File: src/rtl/alu_sequencer.sv
// Instruction sequencer for an external combinational ALU. It accepts register-register
// instructions, reads operands from an 8x16 register file, and writes the ALU result back.
module alu_sequencer #(
    parameter int DATA_W = 16,
    parameter int NREGS  = 8
) (
    input  logic                     clk,
    input  logic                     rst,
    input  logic [15:0]              instr,
    input  logic                     instr_valid,
    output logic                     instr_ready,
    input  logic                     ld_en,
    input  logic [$clog2(NREGS)-1:0] ld_addr,
    input  logic [DATA_W-1:0]        ld_data,
    input  logic [$clog2(NREGS)-1:0] dbg_addr,
    output logic [DATA_W-1:0]        dbg_data,
    output logic [DATA_W-1:0]        alu_in1,
    output logic [DATA_W-1:0]        alu_in2,
    output logic [2:0]               alu_mode,
    input  logic [DATA_W-1:0]        alu_result,
    output logic [DATA_W-1:0]        result,
    output logic                     done,
    output logic [15:0]              op_count
);

    // state | meaning
    // IDLE  | ready for an instruction; fields latched on accept
    // READ  | operands and mode registered onto the ALU interface
    // EXEC  | ALU output captured into result
    // WB    | result written to rd (unless r0), done pulsed, op_count bumped
    typedef enum logic [1:0] {IDLE, READ, EXEC, WB} state_t;

    localparam int AW = $clog2(NREGS);

    state_t            state, state_nxt;
    logic [2:0]        mode_q;
    logic [AW-1:0]     rd_q, rs1_q, rs2_q;
    logic [DATA_W-1:0] rf [NREGS];
    logic              accept, do_read, do_exec, do_wb;
    logic [3:0]        unused_instr_bits;

    assign unused_instr_bits = instr[3:0];

    // r0 is architecturally zero regardless of what the array holds
    function automatic logic [DATA_W-1:0] rf_read(input logic [AW-1:0] addr);
        return (addr == '0) ? '0 : rf[addr];
    endfunction

    assign dbg_data = rf_read(dbg_addr);

    always_ff @(posedge clk) begin
        if (rst) state <= IDLE;
        else     state <= state_nxt;
    end

    always_comb begin
        state_nxt   = state;
        instr_ready = 1'b0;
        done        = 1'b0;
        accept      = 1'b0;
        do_read     = 1'b0;
        do_exec     = 1'b0;
        do_wb       = 1'b0;
        case (state)
            IDLE: begin
                instr_ready = 1'b1;
                if (instr_valid) begin
                    accept    = 1'b1;
                    state_nxt = READ;
                end
            end
            READ: begin
                do_read   = 1'b1;
                state_nxt = EXEC;
            end
            EXEC: begin
                do_exec   = 1'b1;
                state_nxt = WB;
            end
            WB: begin
                do_wb     = 1'b1;
                done      = 1'b1;
                state_nxt = IDLE;
            end
            default: state_nxt = IDLE;
        endcase
    end

    always_ff @(posedge clk) begin
        if (rst) begin
            mode_q   <= '0;
            rd_q     <= '0;
            rs1_q    <= '0;
            rs2_q    <= '0;
            alu_in1  <= '0;
            alu_in2  <= '0;
            alu_mode <= '0;
            result   <= '0;
            op_count <= '0;
            for (int i = 0; i < NREGS; i++) rf[i] <= '0;
        end else begin
            if (accept) begin
                mode_q <= instr[15:13];
                rd_q   <= instr[12:10];
                rs1_q  <= instr[9:7];
                rs2_q  <= instr[6:4];
            end
            if (do_read) begin
                alu_in1  <= rf_read(rs1_q);
                alu_in2  <= rf_read(rs2_q);
                alu_mode <= mode_q;
            end
            if (do_exec) result <= alu_result;
            // loader write first so a same-register write-back overrides it
            if (ld_en && ld_addr != '0) rf[ld_addr] <= ld_data;
            if (do_wb) begin
                if (rd_q != '0) rf[rd_q] <= result;
                op_count <= op_count + 16'd1;
            end
        end
    end

endmodule

File: config.mk
export PLATFORM = sky130hd
export DESIGN_NAME = alu_sequencer
export DESIGN_NICKNAME = d
export VERILOG_FILES = /design/src/rtl/alu_sequencer.sv
export SDC_FILE = /design/constraint.sdc
export NUM_CORES = 1
export LEC_CHECK = 0
export CORE_UTILIZATION = 30
export CTS_CLUSTER_DIAMETER = 40
export DETAILED_ROUTE_END_ITERATION = 6
export GPL_TIMING_DRIVEN = 0
export PLACE_DENSITY_LB_ADDON = 0.05
export SYNTH_ARGS = -nofsm -noshare
export SYNTH_HDL_FRONTEND = slang
export SYNTH_SLANG_ARGS = --single-unit
File: constraint.sdc
create_clock -name clk -period 2.4 [get_ports clk]
set_input_delay 0.48 -clock clk [delete_from_list [all_inputs] [get_ports clk]]
set_output_delay 0.48 -clock clk [all_outputs]
set_load 0.02 [all_outputs]
; After elaboration in Yosys (flattened, before gate mapping)
; Memories as Yosys holds them, arrays and structs flattened. A register that Yosys moved wholly into a read port is not among the register bits.
; Cells that the tools add are included.
[classes]
eq_ne = 4
n_reduce_logical = 9
add_sub_neg = 1
muxes = 30
[ops]
columns = operator, n
row1 = 16-bit 2-to-1 mux, 5
row2 = 16-bit OR reduction, 2
row3 = 3-bit 2-to-1 mux, 6
row4 = 1-bit 2-to-1 mux, 17
row5 = 16-bit by 1-bit adder with 16-bit output (second input constant), 1
row6 = 3-bit logical NOT, 3
row7 = 2-bit one-hot mux with 4 select lines, 1
row8 = 3-bit nonzero test, 2
row9 = 2-bit == test (second input constant), 2
row10 = 2-bit by 1-bit == test with 1-bit output (second input constant), 1
row11 = 2-bit logical NOT, 1
row12 = 2-bit 2-to-1 mux, 1
row13 = 2-bit != test (second input constant), 1
row14 = 1-bit logical AND, 1
[totals]
out_inout_bits = 85
memories = 1
ramBits = 128
word_cells = 55
reg_bits = 81
inputBits = 58
[mem_list]
columns = name, words, width, read_ports, rd_ports_with_merged_regs, write_ports, line
row1 = rf, 8, 16, 3, 2, 8, 38  ; logic [DATA_W-1:0] rf [NREGS];

; Logic depth before layout (Yosys ltp)
; Gate-level depths: netlist of the first run.
[logic_depth]
depth_word = 7
depth_mapped = 9
depth_no_buf = 5

; Least setup slack after synthesis of the first run
; No wires, ideal clock.
[synth_path]
path_kind = in2out
start = input port dbg_addr[1]
end = output port dbg_data[15]
arrival_ps = 1898
stages = 6
required_time_ps = 1920
n_path_buf = 3
slack_ps = 22
cell_sequence = clkbuf_1 > nor2b_1 > clkbuf_1 > clkbuf_1 > a22oi_1 > o21ai_0
[synth_between]
elab_chain_len = 2
word_cells_on_any_way = 3
classes_between = 1 x mux / 1 x reduce/logical / 1 x memory
[synth_rtl]
columns = element, line
row1 = "start, declared", 15  ; input logic [$clog2(NREGS)-1:0] dbg_addr,
row2 = memory 8 x 16 bit / 3-bit logical NOT (equally long branches), -
row3 = 16-bit 2-to-1 mux (*), 46  ; return (addr == '0) ? '0 : rf[addr];
row4 = "end, declared", 16  ; output logic [DATA_W-1:0] dbg_data,
; Every way passes the cells marked *; elsewhere a longest branch is shown, timed or not.

==> impl_metrics.toml, run 1 <==
[setup_path]
slowest_stage = "mux4_2"
setup.worst_path.start_class = "register"
path_class = "register to output pin"
crit_chain = "mux4_2, nand2_1, o21ai_1, buf_2"
crit_path_max_incr_delay_ns = 0.49
arrival_ns = 1.88
endpoint_kind = "output pin"
cp.buffers_inverters = 1
worstPathMaxFanout = 3
crit_family = "multiplexers"
required_ns = 1.92

[drt]
drt_wl_total_mm = 37.7
drtIter0Drc = 605
vias = 8517
viasPerCell = 5.14
ant_nets = 0
wl_per_cell_um = 22.8
drc = 0
drt-pass1-iter-count = 4

[floorplanning]
io_pins = 143
die_w_um = 195
die_y_um = 195
start_util = 0.305
placeableCoreArea_um2 = 36600
die-area_um2 = 38000
rows = 70

[sta]
worst_pin_slew_ns = 1.04
max_freq_ghz = 0.425
setup_slack_ns = 0.0448
relSlewSlack = 0.308
fin_tns_setup_ns = 0
setup_viol = 0
hold_viol = 0
final.min_clock_period_ns = 2.36
clock_skew_ns = 0.0154
hold_ws_ns = 0.460
drv_slew = 0
period_share = 0.981

[grt]
grt_pass1_wl_mm = 56.3
antenna_found_initial = 0
grt_max_degree = 17
grt_pass1_vias = 8572
grt_overflow = 0
grt_use_total = 0.197

[place]
dp_hpwl_mm = 29.5
place_area_um2 = 13200
dp_slack_ns = -0.930
dp_cells = 1548
gp_congestion = 0.818
port_buffers = 136

[layout]
fin_nets = 1221
area_growth_syn_to_layout_pct = 33.5
antenna_cells = 0
drive_gt1_frac = 0.193
final_cells = 1657
fillers = 3571
layout_common_cells = "mux2i_1 (149), edfxtp_1 (128), clkdlybuf4s50_1 (118)"
layout_commonest_cell = "mux2i_1"
final_area_um2 = 14900

[cts]
numCtsBuffers = 41
clk_pin_slew_ns = 0.05
clk_latency_ns = 0.53
clockBufferDepth = 3
htree_levels = 2
clock-sinks = 215
clock-root-buffer = "clkbuf_16"
cts_hold_buf = 0
cts_tree = "built"

[yosys]
synth-edff-count = 128
ys_seq_area_frac = 0.500
syn_inst = 929
async_flop_share = 0
synth.top_cell.area_share = 0.344
synth_top_area_cell = "edfxtp_1"
synth_seq_cells = 215
synth_area_um2 = 11200
synth_ff_type = "edfxtp_1"
yosysUniqueCellTypes = 47
synth_area_per_cell_um2 = 12.0
yosysWarnings = 0
ys_top_cells_by_area = "edfxtp_1 (34%), dfxtp_1 (16%), mux2i_1 (13%)"

[flow_run]
cap_violations = 0

[power_and_ir_drop]
ir_drop_uv = 500
powerDensity_nw_per_um2 = 882
p_leak_nw = 5.28

[outcome]
status = "finished, final reports clean"

[hold_path]
hp-class = "register to register"
## flip-flops by register name (all words and copies together), names as in the netlist, 16 cells and up, named ones only
name	count
alu_in1	16
alu_in2	16
op_count	16
result	16
rf	128
## worst reg2reg max path, stage by stage (launching register included)
cell and delay, ns:
dfxtp_1 0.36, ha_1 0.21, buf_6 0.17, or3b_1 0.37
buf_6 0.16, nor2_8 0.16, or3b_2 0.44
## metrics by stage
step,util,total power [W]
CTS,0.404,0.0133
global placement,0.360,0.00734
floorplan,-,0.00622
global route,0.408,0.0137
finish,0.408,0.0132
detailed placement,0.360,0.00735
## where the power goes
| group | leakage (nW) | total, W | internal, W | switching (W) |
|---|---|---|---|---|
| combinational | 2.65 | 0.00279 | 0.00117 | 0.00162 |
| clock | 0.665 | 0.00584 | 0.00381 | 0.00203 |
| sequential | 1.97 | 0.00454 | 0.00426 | 0.000280 |
| total | 5.28 | 0.0132 | 0.00924 | 0.00393 |
## cells by family after synthesis
family,count (synthesis),synth area share
DFF,215,0.500
and+or+nand+nor,142,0.0684
buffers and inverters,112,0.0435
AOI/OAI and AO/OA,258,0.188
xor gates and xnor gates,13,0.0102
other,1,0.000335
muxes,182,0.183
adders and majority gates,6,0.00672
## metal layers
metal  vias up  wire [um]  global-route usage
li1       4114          -                   -
met1      4141      19000               0.290
met2       212      16500               0.299
met3        50       1530              0.0323
met4         0        685              0.0493
met5         -          0                   0
## synthesized netlist by cell type (all sizes together) (5+ instances only)
cell type,count
a21oi,28
nor2b,11
nor4,5
inv,19
buf,39
clkbuf,54
a22o,112
a32o,32
xnor2,10
dfxtp,87
mux2i,149
nand4,7
a22oi,65
mux4,16
mux2,17
a221oi,15
nand2,36
edfxtp,128
nor2,53
ha,6
nor3,10
## final cells by class
| cell class | instances | area [um^2] | share of cell area |
|---|---|---|---|
| plain buffers | 92 | 474 | 0.0318 |
| clock buffers | 45 | 1040 | 0.0698 |
| clock inverters | 30 | 350 | 0.0235 |
| inverters | 19 | 71.3 | 0.00478 |
| multi-input cells | 617 | 5250 | 0.352 |
| flip-flops and latches | 215 | 5590 | 0.374 |
| well taps | 468 | 586 | 0.0392 |
| repair buffers | 171 | 1560 | 0.105 |
## worst paths after layout
check                                            start  cells past startpoint  slack [ns]                     end
worst max-delay path               rf[6][15]$_DFFE_PP_                      4        0.04            dbg_data[15]
worst min-delay path            mode_q[0]$_SDFFE_PP0N_                      2        0.46  mode_q[0]$_SDFFE_PP0N_
worst max register to register   state[1]$_SDFFE_PP0P_                      6        0.16      rf[3][5]$_DFFE_PP_
worst min register to register  mode_q[0]$_SDFFE_PP0N_                      2        0.46  mode_q[0]$_SDFFE_PP0N_
## what timing repair did
action | 4_1_cts | 5_1_grt
buffers inserted | 18 | 17
gates resized for setup | 84 | 26
endpoints found under the setup margin | 84 | 57
cloned | 0 | 0
pin swaps | 0 | 1
Note: power is estimated with default switching activity, not from simulation.
==> run 2, diff against run 1 <==
--- a/config.mk
+++ b/config.mk
@@ -5,6 +5,7 @@
 export SDC_FILE = /design/constraint.sdc
 export NUM_CORES = 1
 export LEC_CHECK = 0
+export CORE_MARGIN = 2
 export CORE_UTILIZATION = 30
 export CTS_CLUSTER_DIAMETER = 40
 export DETAILED_ROUTE_END_ITERATION = 6
==> run 2 against run 1 <==
Against the previous run: core utilization up 0.092 points; clock skew up 0.0011 ns; non-clock buffer count is 6 higher; sequential power barely moved; worst hold slack lost 0.0012 ns; register-to-register slack hardly changed; combinational power about the same; via count is essentially flat; clock power fell by 3%; die area rose by 2.1%; final cell count increased by 0.18%; first-iteration DRC count shrank 20%; critical endpoint is now dbg_data[4]; largest cell class unchanged; largest power group unchanged.
==> impl_metrics.toml, run 2 (synthesis results as in run 1) <==
[floorplanning]
rows = 70
start_util = 0.305
io_pins = 143
die-area_um2 = 38800
placeableCoreArea_um2 = 36600
die_y_um = 197
die_w_um = 197

[layout]
utilization = 0.408
layout_commonest_cell = "mux2i_1"
area_growth_syn_to_layout_pct = 33.8
largest_reg_flops = 128
fin_nets = 1226
regMostFlops = "rf"
antenna_cells = 0
final_area_um2 = 15000
layout_common_cells = "mux2i_1 (149), edfxtp_1 (128), clkdlybuf4s50_1 (119)"
drive_gt1_frac = 0.200

[drt]
drt_wl_total_mm = 37.9
viasPerCell = 5.13
vias = 8519
wl_per_cell_um = 22.8
drc = 0
drt-pass1-iter-count = 5
drtIter0Drc = 484
ant_nets = 0

[place]
gp_congestion = 0.818
dp_hpwl_mm = 29.7
place_area_um2 = 13200
port_buffers = 136
dp_slack_ns = -0.952

[grt]
antenna_found_initial = 0
grt_use_met2 = 0.299
use_met3 = 0.0372
grt_pass1_wl_mm = 56.7
busiest_layer = "met2"
met1_usage = 0.285
grt_overflow = 0
grt_use_total = 0.195
grt_max_degree = 17
grt_pass1_vias = 8652

[setup_path]
crit_path_max_incr_delay_ns = 0.48
setup.worst_path.start_class = "register"
required_ns = 1.92
worstPathMaxFanout = 2
slowest_stage = "mux4_2"
worst_r2r_path_depth = 6
arrival_ns = 1.88
endpoint_kind = "output pin"
path_class = "register to output pin"
crit_chain = "mux4_2, inv_1, a21oi_2, clkdlybuf4s15_2"

[cts]
clock-sinks = 215
numCtsBuffers = 40
clock-root-buffer = "clkbuf_16"
clk_latency_ns = 0.53
htree_levels = 2
cts_tree = "built"
clockBufferDepth = 3
clk_pin_slew_ns = 0.05
cts_hold_buf = 0

[sta]
worst_pin_slew_ns = 1.05
drv_slew = 0
max_freq_ghz = 0.423
final.min_clock_period_ns = 2.36
period_share = 0.984
setup_slack_ns = 0.0381
relSlewSlack = 0.302
setup_viol = 0
hold_viol = 0
rsz0062_at_grt = "false"
fin_tns_setup_ns = 0
clock_skew_ns = 0.0165

[outcome]
status = "finished, final reports clean"

[power_and_ir_drop]
powerDensity_nw_per_um2 = 870
p_total_w = 0.0130
ir_drop_uv = 573
p_leak_nw = 5.31

[hold_path]
whs_path_depth = 2
hp-class = "register to register"

[flow_run]
cap_violations = 0
-- run 2: critical path, delay by kind of cell, from the launching register on --
family          cells  cell delay [ns]
mux                 1             0.48
compound gates      1             0.09
flops               1             0.44
buf+inv             2             0.36
-- run 2: through the flow --
stage | hold WS (ns) | std cells
after global routing | 0.478 | 1660
final | 0.459 | 1660
after global placement | 0.449 | 1548
after floorplan | 0.436 | 944
after CTS | 0.461 | 1646
after detailed placement | 0.453 | 1548
-- run 2: layout make-up --
type                       count  area, um^2
buffer                        92         484
clock buffer                  49        1100
clock inverter                23         250
fill                        3580       21700
inverter                      19        71.3
multi-input combinational    617        5270
sequential                   215        5590
tap                          468         586
timing repair buffer         177        1610
-- run 2: path summary, 6_finish.rpt --
| kind | start | endpoint | slack [ns] |
|---|---|---|---|
| max | rf[6][4]$_DFFE_PP_ | dbg_data[4] | 0.04 |
| min | mode_q[0]$_SDFFE_PP0N_ | mode_q[0]$_SDFFE_PP0N_ | 0.46 |
| max reg2reg | state[1]$_SDFFE_PP0P_ | alu_in2[7]$_SDFFE_PP0N_ | 0.16 |
| min reg2reg | mode_q[0]$_SDFFE_PP0N_ | mode_q[0]$_SDFFE_PP0N_ | 0.46 |
-- run 2: power by group --
| group | switching (W) | leakage, nW | internal (W) | total [W] |
|---|---|---|---|---|
| combinational | 0.00163 | 2.68 | 0.00118 | 0.00282 |
| clock | 0.00196 | 0.659 | 0.00369 | 0.00566 |
| sequential | 0.000273 | 1.97 | 0.00426 | 0.00453 |
-- run 2: per-layer routing --
metal	up-vias	wire length [um]
met5	-	0
met4	0	616
met3	40	1850
met2	222	16600
met1	4140	18900
li1	4117	-
-- run 2: repair_timing --
| item | 4_1_cts | 5_1_grt |
|---|---|---|
| setup endpoints to repair | 84 | 67 |
| cloned | 0 | 0 |
| buffers inserted | 27 | 14 |
| resized for setup | 86 | 24 |
==> run 3, diff against run 2 <==
--- a/config.mk
+++ b/config.mk
@@ -7,8 +7,8 @@
 export LEC_CHECK = 0
 export CORE_MARGIN = 2
 export CORE_UTILIZATION = 30
-export CTS_CLUSTER_DIAMETER = 40
 export DETAILED_ROUTE_END_ITERATION = 6
+export DONT_BUFFER_PORTS = 1
 export GPL_TIMING_DRIVEN = 0
 export PLACE_DENSITY_LB_ADDON = 0.05
 export SYNTH_ARGS = -nofsm -noshare
==> run 3 against run 2 <==
Against the previous run: worst hold slack worse by 0.40 ns; core utilization down 6.0 points; design area down 15%; power down 17%; first-iteration DRC count down 6.2%; global-route usage about the same; sequential share of layout area up 6.4 points; clock power down 31%; flip-flop and latch count unchanged; final cell count down 12%; sequential power up 4.9%; critical path depth down 1; largest power group is now registers.
==> impl_metrics.toml, run 3 (synthesis results as in run 1) <==
[place]
dp_cells = 1412
dp_slack_ns = -0.665
port_buffers = 0
gp_congestion = 0.809
dp_hpwl_mm = 30.4

[layout]
antenna_cells = 0
fin_nets = 1036
utilization = 0.349
final_cells = 1461
drive_gt1_frac = 0.149
fillers = 3683
layout_commonest_cell = "mux2i_1"
layout_common_cells = "mux2i_1 (149), edfxtp_1 (128), a22o_1 (112)"
largest_reg_flops = 128
area_growth_syn_to_layout_pct = 14.2
regMostFlops = "rf"

[sta]
fin_tns_setup_ns = 0
hold_viol = 0
final.min_clock_period_ns = 2.32
max_freq_ghz = 0.431
hold_ws_ns = 0.0626
drv_slew = 0
rsz0062_at_grt = "false"
setup_viol = 0
clock_skew_ns = 0.0225
relSlewSlack = 0.256
period_share = 0.966
worst_pin_slew_ns = 1.12
setup_slack_ns = 0.0816

[cts]
cts_tree = "built"
clk_pin_slew_ns = 0.06
clockBufferDepth = 3
clk_latency_ns = 0.56
postCtsSetupRepairBufs = 0
clock-sinks = 215
cts_hold_buf = 0
clock-root-buffer = "clkbuf_16"
numCtsBuffers = 27
htree_levels = 1

[setup_path]
setup.worst_path.start_class = "register"
arrival_ns = 1.84
worstPathMaxFanout = 3
worstReg2RegStart = "state[1]$_SDFFE_PP0P_"
path_class = "register to output pin"
required_ns = 1.92
endpoint_kind = "output pin"
crit_start = "rf[3][10]$_DFFE_PP_"

[floorplanning]
die_y_um = 197
placeableCoreArea_um2 = 36600
rows = 70
die_w_um = 197
start_util = 0.305
io_pins = 143
die-area_um2 = 38800

[drt]
drt-pass1-iter-count = 5
wl_per_cell_um = 25.8
viasPerCell = 5.32
drtIter0Drc = 454
ant_nets = 0
drt_wl_total_mm = 37.8
vias = 7770
drc = 0

[outcome]
status = "finished, final reports clean"

[grt]
antenna_found_initial = 0
grt_use_total = 0.195
grt_pass1_wl_mm = 56.1
grt_max_degree = 17
grt_pass1_vias = 8079
grt_overflow = 0

[power_and_ir_drop]
p_leak_nw = 4.30
ir_drop_uv = 550
powerDensity_nw_per_um2 = 844

[flow_run]
cap_violations = 0

[hold_path]
hp-class = "primary input to register"
min_from = "instr[10]"
[run 3: final timing paths]
| check | slack [ns] | to | cells past startpoint |
|---|---|---|---|
| worst max-delay path | 0.08 | dbg_data[10] | 3 |
| worst min-delay path | 0.06 | rd_q[0]$_SDFFE_PP0N_ | 2 |
| worst max register to register | 0.10 | rf[1][10]$_DFFE_PP_ | 8 |
| worst min register to register | 0.46 | mode_q[1]$_SDFFE_PP0N_ | 2 |
[run 3: where the power goes]
part	total, W	switching [W]	internal [W]
registers	0.00475	0.000491	0.00426
logic	0.00214	0.00133	0.000812
clock network	0.00389	0.00161	0.00228
[run 3: critical path, cell delays in order (launching register included)]
cell and delay [ns]:
edfxtp_1 0.48, mux2_2 0.30, a221oi_1 0.36, a21oi_2 0.13
[run 3: through the flow]
step | instance area [um^2] | power (W)
after floorplan | 11200 | 0.00622
after global placement | 11800 | 0.00693
after detailed placement | 11800 | 0.00694
after CTS | 12700 | 0.0109
after global routing | 12800 | 0.0113
final | 12800 | 0.0108
[run 3: area by class of cell]
type / instances / area (um^2) / share of cell area
plain buffers: 92 / 433 / 0.0339
clock buffers: 36 / 709 / 0.0556
clock inverters: 14 / 123 / 0.00960
inverters: 19 / 71.3 / 0.00558
multi-input cells: 617 / 5260 / 0.412
flip-flops and latches: 215 / 5590 / 0.437
well taps: 468 / 586 / 0.0459
[run 3: routing by layer]
metal / up-vias / GRT usage / wire [um]
met5: - / 0 / 0
met4: 0 / 0.0409 / 538
met3: 35 / 0.0352 / 2110
met2: 190 / 0.298 / 16200
met1: 3826 / 0.289 / 18900
li1: 3719 / - / -
[run 3: timing repair]
item,in CTS,in global routing
gates resized for setup,34,4
setup endpoints to repair,142,51
pin swaps,0,0
